[src/rtl/lowpower_bus_decoder.sv]
// rtl/lowpower_bus_decoder.sv - multi-scheme low-power bus decoder
// Recovers the payload word from a normal, bus-invert, transition, gray or T0 encoded bus.
module lowpower_bus_decoder #(
  parameter int WIDTH  = 8,
  parameter int STRIDE = 1
) (
  input  logic             ck,
  input  logic             rst,
  input  logic [2:0]       mode,
  input  logic             vld_in,
  input  logic [WIDTH:0]   B,
  output logic [WIDTH-1:0] A,
  output logic             vld_out,
  output logic             err
);

  localparam logic [2:0] MODE_NORMAL = 3'd0;
  localparam logic [2:0] MODE_BINV   = 3'd1;
  localparam logic [2:0] MODE_TRANS  = 3'd2;
  localparam logic [2:0] MODE_GRAY   = 3'd3;
  localparam logic [2:0] MODE_T0     = 3'd4;
  localparam logic [WIDTH-1:0] STRIDE_W = WIDTH'(STRIDE);

  logic [WIDTH-1:0] d;
  logic             side;
  logic [2:0]       mode_q;
  logic [WIDTH-1:0] prev_bus;
  logic [WIDTH-1:0] prev_addr;
  logic             mode_change;
  logic [WIDTH-1:0] hist_bus;
  logic [WIDTH-1:0] hist_addr;
  logic [WIDTH-1:0] gray_dec;
  logic [WIDTH-1:0] dec;
  logic             reserved;

  assign d    = B[WIDTH-1:0];
  assign side = B[WIDTH];

  // A mode switch behaves like a freshly reset encoder, even for a word on that same edge.
  assign mode_change = (mode != mode_q);
  assign hist_bus    = mode_change ? '0 : prev_bus;
  assign hist_addr   = mode_change ? '0 : prev_addr;
  assign reserved    = (mode > MODE_T0);

  always_comb begin
    gray_dec = '0;
    gray_dec[WIDTH-1] = d[WIDTH-1];
    for (int i = WIDTH - 2; i >= 0; i--) begin
      gray_dec[i] = gray_dec[i+1] ^ d[i];
    end
  end

  always_comb begin
    dec = d;
    case (mode)
      MODE_NORMAL: dec = d;
      MODE_BINV:   dec = side ? ~d : d;
      MODE_TRANS:  dec = d ^ hist_bus;
      MODE_GRAY:   dec = gray_dec;
      MODE_T0:     dec = side ? hist_addr + STRIDE_W : d;
      default:     dec = d;
    endcase
  end

  always_ff @(posedge ck or posedge rst) begin
    if (rst) begin
      A         <= '0;
      vld_out   <= 1'b0;
      err       <= 1'b0;
      prev_bus  <= '0;
      prev_addr <= '0;
      mode_q    <= '0;
    end else begin
      mode_q  <= mode;
      vld_out <= vld_in;
      if (vld_in) begin
        A <= dec;
      end
      if (vld_in && reserved) begin
        err <= 1'b1;
      end
      if (vld_in && mode == MODE_TRANS) begin
        prev_bus <= d;
      end else if (mode_change) begin
        prev_bus <= '0;
      end
      if (vld_in && mode == MODE_T0) begin
        prev_addr <= dec;
      end else if (mode_change) begin
        prev_addr <= '0;
      end
    end
  end

endmodule

[config.mk]
export PLATFORM = sky130hd
export DESIGN_NAME = lowpower_bus_decoder
export DESIGN_NICKNAME = d
export VERILOG_FILES = /design/src/rtl/lowpower_bus_decoder.sv
export SDC_FILE = /design/constraint.sdc
export NUM_CORES = 1
export LEC_CHECK = 0
export ABC_AREA = 0
export CORE_MARGIN = 2
export CORE_UTILIZATION = 50
export DETAILED_ROUTE_END_ITERATION = 7
export GPL_TIMING_DRIVEN = 0
export PLACE_DENSITY = 0.7
export REMOVE_ABC_BUFFERS = 1
export SLEW_MARGIN = 25
export SYNTH_ARGS = -nofsm -noshare
export SYNTH_HDL_FRONTEND = slang
export SYNTH_SLANG_ARGS = --single-unit
[constraint.sdc]
create_clock -name ck -period 2.8 [get_ports ck]
set_clock_uncertainty 0.2 [all_clocks]
set_input_delay 0.42 -clock ck [delete_from_list [all_inputs] [get_ports ck]]
set_output_delay 0.42 -clock ck [all_outputs]
set_load 0.005 [all_outputs]
==> impl_metrics.tcl <==
set metrics [dict create \
    io_buffers 24 \
    use_met1 0.330 \
    numCtsBuffers 5 \
    internal_power_uw 865 \
    dp_hpwl_microns 3460 \
    grt_pass1_vias 1590 \
    required_ns 2.82 \
    post-route-period-util 0.949 \
    synthFlopType "dfrtp_1" \
    cts_tree "done" \
    power_frac_seq 0.388 \
    synth.distinct_cells 59 \
    post_dp_cell_area_sq_mm 0.00225 \
    syn2layout_area_growth_pct 17.6 \
    worst_skew_pair.late_latency_ns 0.29 \
    path_clk_slew_ns 0.07 \
    period_needed_ns 2.66 \
    outcome "finished, final reports clean" \
    grt_max_degree 30 \
    clock-sinks 29 \
    hold_path_class "flip-flop to flip-flop" \
    grt_pass1_wl_microns 8000 \
    leakage_nw 0.941 \
    max_freq_mhz 376 \
    switching_share 0.270 \
    vias_per_cell 6.05 \
    drc 0 \
    cts_buffer_depth 2 \
    drive_gt1_frac 0.109 \
    cap_violations 0 \
    cts_root_buf "clkbuf_8" \
    start_util 0.515 \
    seq_area_frac_synth 0.355 \
    design_area_sq_mm 0.00240 \
    busiest_layer "met2" \
    critPathCaptureType "flip-flop" \
    cp.arrival_ns 2.67 \
    fp.coreArea_sq_mm 0.00397 \
    comb_power_share 0.233 \
    diodes 0 \
    first_pass_iters 4 \
    finalSetupViolations 0 \
    synth-edff-count 0 \
    synth_seq_cells 29 \
    floorplan.rows 23 \
    clkPwrFrac 0.379 \
    grt_use_total 0.239 \
    overflow 0 \
    finalNetCount 263 \
    cellPowerDensity_mw_per_mm2 492 \
    routabilityCongestion 0.879 \
    start_kind "input port" \
    fp.dieArea_sq_mm 0.00462 \
    relSlewSlack 0.444 \
    hold_buffers 0 \
    final_cell_mix "dfrtp_1, nand2_1, clkdlybuf4s50_1, xnor2_1, o21ai_0" \
    grt_use_met3 0.0493 \
    postSynthCellCount 230 \
    grt_use_met2 0.364 \
    ios 25 \
    fin_setup_tns_ns 0 \
    crit_type "input port to flip-flop" \
    crit_fanout 20 \
    p_sw_uw 319 \
    slew_viol_final 0 \
    die_h_microns 67.9 \
    tightest_slew_ns 0.831 \
    wl_per_cell_microns 16.9 \
    antenna_found_initial 0 \
    rsz0062_at_grt "no" \
    finalHoldViolCount 0 \
    irDropWorstVdd_uv 302 \
    ant_nets 0 \
    syn_area_sq_mm 0.00204 \
    syn_avg_cell_area_sq_um 8.89 \
    drt-initial-drc-count 125 \
    routed_wl_microns 5040 \
    fillers 369 \
    ys_async_sr_fraction 1.00 \
    dieWidth_microns 67.9 \
    yosysWarnings 0 \
    layout_commonest_cell "dfrtp_1" \
    cts_htree_levels 2 \
    vias 1804 \
]
registers in the layout, summed over array words and instances, names as in the netlist:
name	cells
mode_q	3
vld_out	1
prev_addr	8
prev_bus	8
A	8
err	1
power groups by stage:
stage               logic [mW]  clock network (mW)  registers [mW]
finish                   0.276               0.449           0.459
global route             0.300               0.476           0.461
CTS                      0.275               0.457           0.459
detailed placement       0.264                   0           0.466
global placement         0.262                   0           0.465
floorplan                0.145                   0           0.466
cell families after synthesis:
group | count (synthesis) | share of synthesized area
DFF | 29 | 0.355
buffers and inverters | 25 | 0.0606
and+or+nand+nor | 81 | 0.209
muxes | 1 | 0.00490
AOI/OAI and AO/OA | 70 | 0.222
adders and majority gates | 1 | 0.00612
xor gates and xnor gates | 23 | 0.143
cells in the mapped netlist, types with 3 or more instances:
cell type	instances	area [sq um]
a21oi_1	11	55.1
a31oi_1	10	62.6
buf_2	9	45.0
clkbuf_1	3	11.3
dfrtp_1	29	726
inv_1	5	18.8
nand2_1	25	93.8
nand2b_1	5	31.3
nand3_1	11	55.1
nand4_1	8	50.1
nor2_1	11	41.3
nor3_1	3	15.0
o21ai_0	13	65.1
o21ai_1	9	45.0
o22ai_1	6	37.5
xnor2_1	13	114
xor2_1	4	35.0
critical path: stages:
cell	delay, ns
clkdlybuf4s18_2	0.40
xnor2_4	0.26
and3_4	0.31
and2_1	0.18
ha_1	0.21
nand3_1	0.11
xnor2_1	0.21
a31oi_1	0.11
o221a_1	0.31
o21ai_1	0.13
metal layers:
layer  vias to the layer above  part of all wire
met5                         -                 0
met4                         0             0.011
met3                         5             0.076
met2                        65              0.46
met1                       856              0.46
li1                        878                 -
per-stage QoR:
step	std cells	worst slack, ns	total power, mW	hold slack [ns]	utilization
floorplan	213	0.315	0.611	0.251	-
global placement	287	-1.20	0.727	0.246	0.567
detailed placement	287	-1.24	0.730	0.248	0.567
CTS	298	0.0581	1.19	0.266	0.606
global route	298	0.0343	1.24	0.300	0.606
finish	298	0.143	1.18	0.262	0.606
layout make-up:
cell class / count / area [sq um] / share of cell area
clock inverter: 1 / 30.0 / 0.0125
multi-input combinational: 176 / 1210 / 0.504
timing repair buffer: 27 / 259 / 0.108
tap: 50 / 62.6 / 0.0260
inverter: 8 / 30.0 / 0.0125
sequential: 29 / 726 / 0.302
clock buffer: 7 / 86.3 / 0.0359
path summary, 6_finish.rpt:
path / depth (start not counted) / endpoint / from / slack, ns
hold / removal: 1 / err / err / 0.26
hold reg to reg: 1 / err / err / 0.26
setup reg to reg: 9 / A[4] / mode_q[0] / 0.32
max in group asynchronous: 2 / A[1] / rst / 1.67
setup / recovery: 10 / A[4] / mode[0] / 0.14
min in group asynchronous: 2 / prev_bus[3] / rst / 0.32
timing repair:
action,CTS,global route
endpoints found under the setup margin,11,3
pin swaps,3,0
buffers inserted,3,0
gates resized for setup,11,4
Note: power is estimated with default switching activity, not from simulation.
